**src/rtl/logit_search.sv**
```systemverilog
// Inverse of the piecewise-constant Q4.12 sigmoid: binary-searches the 28-entry
// level table for the first level >= y_in and returns that segment's x.
module logit_search #(
  parameter bit ROUND_MID = 1'b1
) (
  input  logic        clk,
  input  logic        rst,
  input  logic        start,
  input  logic [15:0] y_in,
  output logic [15:0] x_out,
  output logic        done,
  output logic        busy,
  output logic        sat_lo,
  output logic        sat_hi
);

  typedef enum logic [1:0] {
    ST_IDLE   = 2'd0,
    ST_SEARCH = 2'd1,
    ST_DONE   = 2'd2
  } state_t;

  typedef enum logic [1:0] {
    SEL_SEARCH = 2'd0,
    SEL_LO     = 2'd1,
    SEL_HI     = 2'd2,
    SEL_ZERO   = 2'd3
  } sel_t;

  state_t      state_r, state_s;
  sel_t        sel_r, sel_s;
  logic [4:0]  lo_r, lo_s, hi_r, hi_s;
  logic [2:0]  cnt_r, cnt_s;
  logic [15:0] y_r, y_s;
  logic [15:0] x_out_r, x_out_s;
  logic        done_r, done_s;
  logic        busy_r, busy_s;
  logic        sat_lo_r, sat_lo_s;
  logic        sat_hi_r, sat_hi_s;

  logic [5:0]  mid_sum_s;
  logic [4:0]  mid_s;
  logic [4:0]  lo_step_s, hi_step_s;
  logic [15:0] level_s;
  logic [15:0] x_search_s;

  function automatic logic [15:0] level_rom(input logic [4:0] k);
    logic [15:0] lv;
    case (k)
      5'd0:    lv = 16'h0000;
      5'd1:    lv = 16'h0006;
      5'd2:    lv = 16'h000A;
      5'd3:    lv = 16'h0011;
      5'd4:    lv = 16'h001B;
      5'd5:    lv = 16'h002D;
      5'd6:    lv = 16'h004A;
      5'd7:    lv = 16'h0078;
      5'd8:    lv = 16'h00C2;
      5'd9:    lv = 16'h0142;
      5'd10:   lv = 16'h01E8;
      5'd11:   lv = 16'h02EB;
      5'd12:   lv = 16'h044E;
      5'd13:   lv = 16'h060A;
      5'd14:   lv = 16'h09F6;
      5'd15:   lv = 16'h0BB2;
      5'd16:   lv = 16'h0D15;
      5'd17:   lv = 16'h0E18;
      5'd18:   lv = 16'h0EC9;
      5'd19:   lv = 16'h0F3E;
      5'd20:   lv = 16'h0F88;
      5'd21:   lv = 16'h0FB6;
      5'd22:   lv = 16'h0FD3;
      5'd23:   lv = 16'h0FE5;
      5'd24:   lv = 16'h0FEF;
      5'd25:   lv = 16'h0FF6;
      5'd26:   lv = 16'h0FFA;
      default: lv = 16'h1000;
    endcase
    return lv;
  endfunction

  // One lower-bound bisection step on the current [lo, hi] window
  always_comb begin
    mid_sum_s = {1'b0, lo_r} + {1'b0, hi_r};
    mid_s     = mid_sum_s[5:1];
    level_s   = level_rom(mid_s);
    lo_step_s = lo_r;
    hi_step_s = hi_r;
    if (lo_r == hi_r) begin
      lo_step_s = lo_r;
      hi_step_s = hi_r;
    end else if ($signed(level_s) >= $signed(y_r)) begin
      hi_step_s = mid_s;
    end else begin
      lo_step_s = mid_s + 5'd1;
    end
    // After the last step lo == hi, so lo_step_s is the located segment
    x_search_s = 16'h9000 + {lo_step_s, 11'd0} + (ROUND_MID ? 16'h0400 : 16'h0000);
  end

  // Next-state and registered-output logic
  always_comb begin
    state_s  = state_r;
    sel_s    = sel_r;
    lo_s     = lo_r;
    hi_s     = hi_r;
    cnt_s    = cnt_r;
    y_s      = y_r;
    x_out_s  = x_out_r;
    done_s   = 1'b0;
    busy_s   = busy_r;
    sat_lo_s = sat_lo_r;
    sat_hi_s = sat_hi_r;
    case (state_r)
      ST_IDLE, ST_DONE: begin
        if (start) begin
          state_s = ST_SEARCH;
          y_s     = y_in;
          lo_s    = 5'd0;
          hi_s    = 5'd27;
          cnt_s   = 3'd0;
          busy_s  = 1'b1;
          if ($signed(y_in) <= $signed(16'h0000)) begin
            sel_s = SEL_LO;
          end else if ($signed(y_in) >= $signed(16'h1000)) begin
            sel_s = SEL_HI;
          end else if (y_in == 16'h0800) begin
            sel_s = SEL_ZERO;
          end else begin
            sel_s = SEL_SEARCH;
          end
        end else begin
          state_s = ST_IDLE;
          busy_s  = 1'b0;
        end
      end
      ST_SEARCH: begin
        lo_s  = lo_step_s;
        hi_s  = hi_step_s;
        cnt_s = cnt_r + 3'd1;
        if (cnt_r == 3'd4) begin
          state_s = ST_DONE;
          busy_s  = 1'b0;
          done_s  = 1'b1;
          case (sel_r)
            SEL_LO: begin
              x_out_s  = 16'h9000;
              sat_lo_s = 1'b1;
              sat_hi_s = 1'b0;
            end
            SEL_HI: begin
              x_out_s  = 16'h7000;
              sat_lo_s = 1'b0;
              sat_hi_s = 1'b1;
            end
            SEL_ZERO: begin
              x_out_s  = 16'h0000;
              sat_lo_s = 1'b0;
              sat_hi_s = 1'b0;
            end
            default: begin
              x_out_s  = x_search_s;
              sat_lo_s = 1'b0;
              sat_hi_s = 1'b0;
            end
          endcase
        end else begin
          busy_s = 1'b1;
        end
      end
      default: begin
        state_s = ST_IDLE;
        busy_s  = 1'b0;
      end
    endcase
  end

  // State and output registers
  always_ff @(posedge clk or posedge rst) begin
    if (rst) begin
      state_r  <= ST_IDLE;
      sel_r    <= SEL_SEARCH;
      lo_r     <= 5'd0;
      hi_r     <= 5'd27;
      cnt_r    <= 3'd0;
      y_r      <= 16'h0000;
      x_out_r  <= 16'h0000;
      done_r   <= 1'b0;
      busy_r   <= 1'b0;
      sat_lo_r <= 1'b0;
      sat_hi_r <= 1'b0;
    end else begin
      state_r  <= state_s;
      sel_r    <= sel_s;
      lo_r     <= lo_s;
      hi_r     <= hi_s;
      cnt_r    <= cnt_s;
      y_r      <= y_s;
      x_out_r  <= x_out_s;
      done_r   <= done_s;
      busy_r   <= busy_s;
      sat_lo_r <= sat_lo_s;
      sat_hi_r <= sat_hi_s;
    end
  end

  assign x_out  = x_out_r;
  assign done   = done_r;
  assign busy   = busy_r;
  assign sat_lo = sat_lo_r;
  assign sat_hi = sat_hi_r;

endmodule

```
**config.mk**
```make
export PLATFORM = sky130hd
export DESIGN_NAME = logit_search
export DESIGN_NICKNAME = d
export VERILOG_FILES = /design/src/rtl/logit_search.sv
export SDC_FILE = /design/constraint.sdc
export NUM_CORES = 1
export LEC_CHECK = 0
export ABC_AREA = 1
export ABC_CLOCK_PERIOD_IN_PS = 3500
export BUFFER_PORTS_ARGS = -buffer_cell sky130_fd_sc_hd__clkbuf_2
export CELL_PAD_IN_SITES_DETAIL_PLACEMENT = 0
export CELL_PAD_IN_SITES_GLOBAL_PLACEMENT = 1
export CORE_MARGIN = 3
export CORE_UTILIZATION = 38
export DETAILED_ROUTE_END_ITERATION = 12
export GPL_TIMING_DRIVEN = 0
export PLACE_DENSITY = 0.74
export SETUP_SLACK_MARGIN = 0.5
export SLEW_MARGIN = 15
export SYNTH_ARGS = -nofsm -noshare
export SYNTH_HDL_FRONTEND = slang
export SYNTH_SLANG_ARGS = --single-unit
```
**constraint.sdc**
```tcl
create_clock -name clk -period 3.5 [get_ports clk]
set_input_delay 0.7 -clock clk [delete_from_list [all_inputs] [get_ports clk]]
set_output_delay 0.7 -clock clk [all_outputs]
set_load 0.05 [all_outputs]
```
==> results of run 1 <==
-- logic make-up (layout without fill, tap and decap cells) --
| group | count (synthesis) | after routing |
|---|---|---|
| simple gates | 196 | 196 |
| buf+inv | 86 | 148 |
| fa+ha+maj | 35 | 35 |
| other cells | 1 | 10 |
| compound gates | 75 | 75 |
| flops | 43 | 43 |
| xor+xnor | 1 | 1 |
-- registers in the layout (all words and copies together) (netlist names) --
name and flops:
cnt_r 3, lo_r 5, done 1, sat_hi 1, hi_r 5, state_r 2, busy 1, sel_r 2
sat_lo 1, y_r 16, x_out 6
-- cells in the mapped netlist (2+ instances only) --
master,count
o22ai_1,3
nand4_1,7
nand2_2,4
dfstp_2,4
a31oi_1,8
nor3_1,5
buf_4,12
buf_2,2
nor2_2,3
a21oi_1,19
clkbuf_1,6
o21ai_0,39
dfrtp_1,39
nand3_1,28
inv_1,63
nand2_1,103
nor2_1,42
ha_1,34
-- through the flow --
stage	hold slack, ns	instances	instance area (um^2)
2_1_floorplan	0.434	446	3280
3_3_place_gp	0.447	576	3550
3_5_place_dp	0.462	577	3570
4_1_cts	0.348	606	3960
5_1_grt	0.365	610	4160
6_report	0.344	610	4160
-- worst min-delay path by stage --
stage | startpoint | to | slack (ns) | cells after the start
4_1_cts | rst | y_r[14] | 0.35 | 2
6_report | rst | y_r[14] | 0.34 | 2
3_3_place_gp | cnt_r[2] | cnt_r[2] | 0.45 | 1
2_1_floorplan | cnt_r[2] | cnt_r[2] | 0.43 | 1
3_5_place_dp | cnt_r[2] | cnt_r[2] | 0.46 | 1
5_1_grt | rst | y_r[14] | 0.36 | 2
-- per-layer routing --
metal	global-route usage	up-vias
met5	0	-
met2	0.262	58
li1	-	1537
met4	0.0497	0
met1	0.240	1378
met3	0.0237	14
-- what timing repair did --
| item | 4_1_cts | 5_1_grt |
|---|---|---|
| pin swaps | 28 | 37 |
| hold buffers | 0 | 0 |
| setup endpoints to repair | 15 | 15 |
| resized for setup | 40 | 48 |
| setup buffers | 21 | 4 |
-- cell type report --
type,instances,area (um^2),area share
Multi-Input combinational cell,317,2080,0.501
Sequential cell,43,1080,0.260
Timing Repair Buffer,54,367,0.0882
Inverter,64,255,0.0614
Buffer,22,151,0.0364
Tap cell,102,128,0.0307
Clock buffer,5,68.8,0.0166
Clock inverter,3,23.8,0.00572
==> impl_results.md, run 1 <==
- CP Launch Type: flop
- Relative slew slack: 0.641
- CP cell instances: ha_4 -> fa_2 -> clkinv_4 -> buf_4 -> ha_1 -> nand2_1 -> a21oi_1 -> a21oi_1 -> ha_1 -> nand2_1 -> nand2_1 -> nand2_1 -> nand2_1 -> nand2_1 -> nand2_2 -> nand2_2 -> nand4_1 -> nand2_1 -> nand2_2 -> ha_4 -> or2_1 -> nand3_2 -> a21oi_2
- Gpl congestion: 0.870
- Status: finished, violations left
- RSZ-0062 raised after global routing: yes
- Cell accounting for the most synthesized area: dfrtp_1
- Worst-path maximum fanout: 6
- Crit path to: x_out[14]
- Detailed Route WL: 7870 um
- Most frequent cells in the layout: nand2_1 (90), inv_1 (52), dfrtp_1 (39)
- Worst-Skew Late Latency: 0.30 ns
- M1 wire length: 3860 um
- Mapped Area: 3160 um^2
- Initial antenna violation count: 0
- Fin crit share: 1.06
- Final Skew: 0.0120 ns
- Total Neg Setup Slack: -0.644 ns
- Clk sinks: 43
- Post-synth EDFFs: 0
- Reg2reg end: x_out[14]
- Worst-margin pin slew: 0.539 ns
- Die span in y: 97.2 um
- YS warnings: 0
- Largest family of logic cells by synthesized area: simple AND/OR/NAND/NOR gates
- FILL cells: 795
- R2R depth: 23
- Max H-tree Level: 2
- Synth Register Bits: 43
- Final core occ: 0.527
- Worst Setup SP: lo_r[0]
- Rows: 32
- Multiplexer share of the synthesized area: 0
- Top delay family on crit path: adder cells
- Fmax achieved: 268 MHz
- Max-cap violations: 0
- Io pins: 39
- DRC viols: 0
- Cell count after synthesis: 437
- ANT nets after route: 0
- Post-synthesis compound-gate area fraction: 0.131
- Antenna diodes: 0
- CTS tree: yes
- Number of global-route vias before repair: 2889
- Top Metal Used: met4
- First-pass GRT wire length: 13200 um
- WL met2: 3580 um
- RR Startpoint: lo_r[0]
- Critical path endpoint category: flop
- Drt wl/cell: 12.9 um
- Register area share after synthesis: 0.342
- Syn avg cell area: 7.23 um^2
- Tmin final: 3.73 ns
- Commonest non-fill, non-tap cell in the layout: nand2_1
- Failing checks: setup timing
- Initial Util: 0.401
- CTS root buf: clkbuf_8
- CP max-delay cell: fa_2
- GRT overflow: 0
- Largest net degree at the start of global routing: 30
- Nets: 561
- Vias per cell: 4.90
- Total number of vias: 2987
- Drt pass-1 iters: 4
- Gr usage total: 0.167
- Largest cells by area after synthesis: dfrtp_1 (31%), ha_1 (13%), nand2_1 (12%)
- Met3 WL post-DR: 277 um
- Xor/xnor share of the synthesized area: 0.00515
- Die area: 9450 um^2
- HPWL after DPL: 5890 um
- Setup CP Type: flop to flop
- WP depth: 23
- Type of the worst min-delay path: input pin to asynchronous set/reset pin
- Post-Synth Adder-Cell Area: 0.141
- Most common cell on crit path: nand2_1
- R2R Setup Slk: -0.23 ns
- Core Region: 7890 um^2
- Number of distinct library cells after synthesis: 34
- CTS Buffer Depth: 2
- Final worst setup slack: -0.226 ns
- Die W: 97.2 um
- Port buffer count: 28
- Clk slew on worst S/H paths: 0.09 ns
- Async SR Flop Fraction: 1.00
- Num CTS Buffers: 5
- Initial DRC Count: 73
- CP arrival: 3.92 ns
- WP buf/inv: 2
- Simple-gate portion of the synthesized area: 0.260
- Primary FF master, synth: dfrtp_1
- CP peak stage delay: 0.66 ns
- P&R area growth vs syn: 31.5%
- Area share of the leading cell type in the synthesized netlist: 0.309
- Data required time of the worst path: 3.70 ns
- Setup violations, final: 7
- Pre-CTS setup slack: -0.524 ns
- Share of cells above drive strength 1: 0.305
- Final Slew Violations: 0
- Count of final hold-check violations: 0
Power of run 1 is left out: the tool's default activity adds up to more than one toggle a clock period on the data nets, which glitch-free logic cannot reach.
==> run 2, diff against run 1 <==
MAX_ROUTING_LAYER = met4   (was unset)
SKIP_LAST_GASP = 1   (was unset)
==> run 2 against run 1 <==
The flow still finishes with violations (setup timing). Worst setup slack got worse by 0.023 ns. Register-to-register slack lost 0.02 ns. First-iteration DRC count rose by 29%. Via count increased by 0.40%. Count of clock-buffer cells in the layout up 2. Critical path type unchanged. Critical endpoint unchanged. Largest cell class unchanged.
==> impl_results.md, run 2 (synthesis gave the netlist of run 1 again) <==
- Gr usage total: 0.175 (+0.00736)
- CTS Buffer Depth: 2 (unchanged)
- RSZ-0062 raised after global routing: yes
- Drt pass-1 iters: 5 (+1)
- Fin crit share: 1.07 (+0.00656)
- Failing checks: setup timing
- Worst-margin pin slew: 0.655 ns (+0.116 ns)
- Fmax achieved: 267 MHz (-0.61%)
- Clk sinks: 43 (unchanged)
- ANT nets after route: 0 (unchanged)
- Tmin final: 3.75 ns (+0.0230 ns)
- Gpl congestion: 0.883 (+1.4%)
- Die area: 9450 um^2 (unchanged)
- Max-cap violations: 0 (unchanged)
- DRC viols: 0 (unchanged)
- Final worst setup slack: -0.249 ns (-0.0230 ns)
- Initial antenna violation count: 0 (unchanged)
- Vias per cell: 4.85 (-0.90%)
- Largest net degree at the start of global routing: 30 (unchanged)
- First-pass GRT wire length: 13200 um (+0.42%)
- Antenna diodes: 0 (unchanged)
- Commonest non-fill, non-tap cell in the layout: nand2_1
- Type of the worst min-delay path: input pin to asynchronous set/reset pin
- Top delay family on crit path: adder cells
- WP depth: 23 (unchanged)
- GRT overflow: 0 (unchanged)
- Nets: 569 (+1.4%)
- CP max-delay cell: dfrtp_1
- WP buf/inv: 1 (-1)
- CP arrival: 3.94 ns (+0.02 ns)
- Final Skew: 0.0113 ns (-0.000707 ns)
- Final Slew Violations: 0 (unchanged)
- Critical path endpoint category: flop
- Status: finished, violations left
- Core Region: 7890 um^2 (unchanged)
- Die span in y: 97.2 um (unchanged)
- Drt wl/cell: 13.2 um (+2.4%)
- Die W: 97.2 um (unchanged)
- Reg with most FFs: y_r
- Data required time of the worst path: 3.69 ns (about the same)
- Port buffer count: 28 (unchanged)
- Clk slew on worst S/H paths: 0.09 ns (about the same)
- Setup violations, final: 8 (+1)
- CP cell instances: ha_4 -> fa_2 -> xor2_4 -> buf_6 -> ha_4 -> nor2_4 -> nand2_1 -> nand2_1 -> a31oi_1 -> nor2_1 -> ha_1 -> a21oi_2 -> nor2_1 -> nor2_2 -> nand2_2 -> nand2_4 -> nand4_1 -> nand2_1 -> nand2_2 -> ha_4 -> or2_1 -> nand3_2 -> a21oi_1
- Number of global-route vias before repair: 2813 (-2.6%)
- Count of final hold-check violations: 0 (unchanged)
- Total number of vias: 2999 (+0.40%)
- Max reg flops: 16 (unchanged)
- Rows: 32 (unchanged)
- Relative slew slack: 0.564 (-0.0771)
- HPWL after DPL: 5900 um (+0.19%)
- Initial DRC Count: 94 (+29%)
- Max H-tree Level: 2 (unchanged)
- R2R Setup Slk: -0.25 ns (-0.02 ns)
- CTS tree: yes
- Share of cells above drive strength 1: 0.331 (+0.0263)
- CP Launch Type: flop
- Worst-path maximum fanout: 5 (-1)
- CP peak stage delay: 0.42 ns (-0.24 ns)
- FILL cells: 745 (-6.3%)
- R2R depth: 23 (unchanged)
- Io pins: 39 (unchanged)
- Num CTS Buffers: 5 (unchanged)
- P&R area growth vs syn: 36.0%
- Detailed Route WL: 8170 um (+3.8%)
- CTS root buf: clkbuf_8
- Most frequent cells in the layout: nand2_1 (89), inv_1 (57), dfrtp_1 (39)
- Worst-Skew Late Latency: 0.30 ns (about the same)
- Setup CP Type: flop to flop
- Final core occ: 0.545 (+0.0181)
- Initial Util: 0.401 (unchanged)
-- run 2: changes by cell type in the layout (fill, tap and decap cells not counted), sizes merged --
cell,change
clkbuf,+2
buf,+7
clkinvlp,-2
clkinv,+1
inv,-1
nand2,+1
-- run 2: timing repair --
| action | 4_1_cts | 5_1_grt |
|---|---|---|
| hold buffers | 0 | 0 |
| gates cloned | 0 | 1 |
| setup endpoints to repair | 15 | 15 |
| buffers inserted | 17 | 15 |
| gates resized for setup | 38 | 61 |
| pin swaps | 20 | 34 |
-- run 2: stage by stage --
step | instances | hold slack, ns | TNS [ns] | area, um^2 | setup slack (ns)
final | 618 | 0.337 | -1.36 | 4300 | -0.249
after global placement | 576 | 0.447 | -3.47 | 3550 | -0.579
after detailed placement | 577 | 0.455 | -3.60 | 3570 | -0.599
after floorplan | 446 | 0.434 | 0 | 3280 | 0.00893
after CTS | 602 | 0.336 | -0.814 | 3930 | -0.230
after global routing | 618 | 0.355 | -3.66 | 4300 | -0.462
-- run 2: worst paths after layout --
kind,start,end
setup / recovery,lo_r[0],x_out[14]
hold / removal,rst,y_r[14]
setup reg to reg,lo_r[0],x_out[14]
hold reg to reg,cnt_r[2],cnt_r[2]
max in group asynchronous,rst,hi_r[4]
min in group clk,cnt_r[2],cnt_r[2]
-- run 2: metal layers --
layer  global-route usage  vias to the layer above  part of all wire
li1                     -                     1554                 -
met1                0.243                     1373              0.48
met2                0.263                       61              0.46
met3               0.0280                       11             0.038
met4               0.0529                        0             0.019
met5                    -                        -                 0
-- run 2: worst reg2reg max path, cell delays in order, from the launching register on --
cell and delay, ns:
dfrtp_1 0.42, ha_4 0.19, fa_2 0.41, xor2_4 0.30, buf_6 0.15, ha_4 0.13
nor2_4 0.05, nand2_1 0.07, nand2_1 0.07, a31oi_1 0.18, nor2_1 0.08, ha_1 0.31
a21oi_2 0.14, nor2_1 0.06, nor2_2 0.09, nand2_2 0.09, nand2_4 0.08, nand4_1 0.12
nand2_1 0.12, nand2_2 0.09, ha_4 0.17, or2_1 0.21, nand3_2 0.06, a21oi_1 0.06
-- run 2: final cells by class --
cell class	count	area [um^2]	area share
sequential	43	1080	0.251
buffer	22	148	0.0343
timing repair buffer	61	427	0.0992
inverter	64	248	0.0576
clock inverter	1	8.76	0.00204
tap	102	128	0.0297
clock buffer	7	86.3	0.0201
multi-input combinational	318	2170	0.506
Power of run 2 is left out for the same reason.
==> run 3, diff against run 2 <==
REMOVE_ABC_BUFFERS = 1   (was unset)
==> run 3 against run 2 <==
The flow still finishes with violations (setup timing). Core utilization is 3.7 points lower. Via count is the same. Count of clock-buffer cells in the layout shrank 1. Register-to-register slack worse by 0.04 ns. Hold slack got worse by 0.062 ns. Flip-flop and latch count unchanged. Sequential share of layout area is 1.8 points higher. Cell area shrank 6.7%. Die area unchanged. Clock skew is 0.0032 ns lower.
==> impl_results.md, run 3 (synthesis gave the netlist of run 1 again) <==
- Met3 WL post-DR: 281 um (-10%)
- RSZ-0062 raised after global routing: yes
- Gpl congestion: 0.799 (-9.5%)
- DRC viols: 0 (unchanged)
- Rows: 32 (unchanged)
- Die area: 9450 um^2 (unchanged)
- Antenna diodes: 0 (unchanged)
- Die W: 97.2 um (unchanged)
- Gr usage total: 0.179 (+0.00431)
- Final worst setup slack: -0.286 ns (-0.0362 ns)
- WL met2: 3790 um (+0.50%)
- Port buffer count: 28 (unchanged)
- FILL cells: 764 (+2.6%)
- Die span in y: 97.2 um (unchanged)
- Commonest non-fill, non-tap cell in the layout: nand2_1
- Clk slew on worst S/H paths: 0.09 ns (about the same)
- Relative slew slack: 0.391 (-0.172)
- Worst-path maximum fanout: 4 (-1)
- Footprint of the multi-input gates: 2020 um^2 (-7.1%)
- Num CTS Buffers: 5 (unchanged)
- Initial DRC Count: 129 (+37%)
- Worst-margin pin slew: 0.910 ns (+0.255 ns)
- Vias per cell: 5.02 (+3.3%)
- RR Startpoint: lo_r[0]
- Io pins: 39 (unchanged)
- Final Skew: 0.00806 ns (-0.00321 ns)
- ANT nets after route: 0 (unchanged)
- Status: finished, violations left
- CTS tree: yes
- Final hold slack: 0.276 ns (-0.0618 ns)
- Top Metal Used: met4
- Share of cells above drive strength 1: 0.290 (-0.0411)
- Core Region: 7890 um^2 (unchanged)
- R2R depth: 22 (-4.3%)
- Drt pass-1 iters: 4 (-1)
- Final Slew Violations: 0 (unchanged)
- HPWL after DPL: 5400 um (-8.4%)
- Initial antenna violation count: 0 (unchanged)
- Setup CP Type: flop to flop
- Hold-fix buffers, CTS: 0 (unchanged)
- Detailed Route WL: 8090 um (-0.95%)
- Reg2reg end: x_out[14]
- GRT overflow: 0 (unchanged)
- Tmin final: 3.79 ns (+0.0362 ns)
- Nets: 549 (-3.5%)
- Worst-Skew Late Latency: 0.30 ns (about the same)
- Critical path endpoint category: flop
- Max reg flops: 16 (unchanged)
- R2R Setup Slk: -0.29 ns (-0.04 ns)
- Most frequent cells in the layout: nand2_1 (86), inv_1 (54), dfrtp_1 (39)
- Initial Util: 0.401 (unchanged)
- Count of final hold-check violations: 0 (unchanged)
- Max H-tree Level: 2 (unchanged)
- Fmax achieved: 264 MHz (-0.96%)
- M1 wire length: 3950 um (+0.43%)
- Data required time of the worst path: 3.69 ns (about the same)
- Failing checks: setup timing
- Type of the worst min-delay path: input pin to asynchronous set/reset pin
- First-pass GRT wire length: 13800 um (+4.1%)
- Setup violations, final: 13 (+5)
- Fin crit share: 1.08 (+0.0103)
- Clk sinks: 43 (unchanged)
- CTS Buffer Depth: 2 (unchanged)
- Largest net degree at the start of global routing: 41 (+37%)
- Drt wl/cell: 13.5 um (+2.4%)
- Reg with most FFs: y_r
- CP arrival: 3.97 ns (+0.03 ns)
- Register area: 1080 um^2 (unchanged)
- P&R area growth vs syn: 26.9%
- Max-cap violations: 0 (unchanged)
- CTS root buf: clkbuf_8
- Total number of vias: 2999 (unchanged)
- CP Launch Type: flop
- Number of global-route vias before repair: 2913 (+3.6%)
## run 3: cell types whose count changed in the layout (fill, tap and decap cells not counted), sizes merged
| cell | before | now |
|---|---|---|
| clkinvlp | 0 | 4 |
| clkinv | 3 | 2 |
| clkbuf | 42 | 34 |
| inv | 62 | 61 |
| buf | 48 | 35 |
| nand2 | 108 | 107 |
## run 3: area by class of cell
type	count	area share
Clock buffer	6	0.0181
Multi-Input combinational cell	317	0.503
Timing Repair Buffer	63	0.109
Timing Repair inverter	1	0.00125
Tap cell	102	0.0318
Inverter	64	0.0637
Sequential cell	43	0.270
Clock inverter	2	0.00312
## run 3: repair_timing
| action | in CTS | in global routing |
|---|---|---|
| cloned | 1 | 0 |
| endpoints found under the setup margin | 15 | 15 |
| setup buffers | 29 | 5 |
| pin swaps | 31 | 25 |
| gates resized for setup | 65 | 32 |
## run 3: worst max-delay path, stage by stage, from the launching register on
cell      delay [ns]
dfrtp_1         0.42
ha_4            0.18
fa_2            0.40
xor2_4          0.31
buf_4           0.17
ha_1            0.13
nor3_1          0.04
inv_1           0.10
o22ai_2         0.09
a311oi_2        0.27
ha_1            0.28
nand2_2         0.10
nor2_1          0.06
nor2_2          0.12
nand2_2         0.08
nand2_2         0.07
nand4_1         0.15
nand2_1         0.12
nand2_2         0.09
ha_4            0.17
or2_1           0.20
nand3_1         0.07
a21oi_1         0.07
## run 3: how the worst max path moves through the flow
| stage | start | end | slack (ns) | cells after the start |
|---|---|---|---|---|
| 2_1_floorplan | lo_r[0] | x_out[14] | -0.26 | 24 |
| 3_3_place_gp | lo_r[2] | x_out[14] | -1.02 | 25 |
| 3_5_place_dp | lo_r[0] | x_out[14] | -0.99 | 25 |
| 4_1_cts | lo_r[0] | x_out[14] | -0.20 | 24 |
| 5_1_grt | hi_r[0] | x_out[15] | -0.51 | 28 |
| 6_report | lo_r[0] | x_out[14] | -0.29 | 22 |
## run 3: per-layer routing
metal / vias to the layer above / track usage
met5: - / -
met4: 0 / 0.0389
met3: 7 / 0.0172
met2: 62 / 0.289
met1: 1415 / 0.245
li1: 1515 / -
## run 3: per-stage QoR
step	cells	setup slack (ns)	TNS, ns	utilization	area (um^2)
finish	598	-0.286	-1.49	0.508	4010
global placement	554	-1.02	-10.68	0.421	3320
global route	598	-0.505	-5.03	0.508	4010
CTS	593	-0.200	-0.729	0.492	3880
floorplan	424	-0.256	-0.404	-	3060
detailed placement	555	-0.986	-10.40	0.424	3340
Power of run 3 is left out for the same reason.
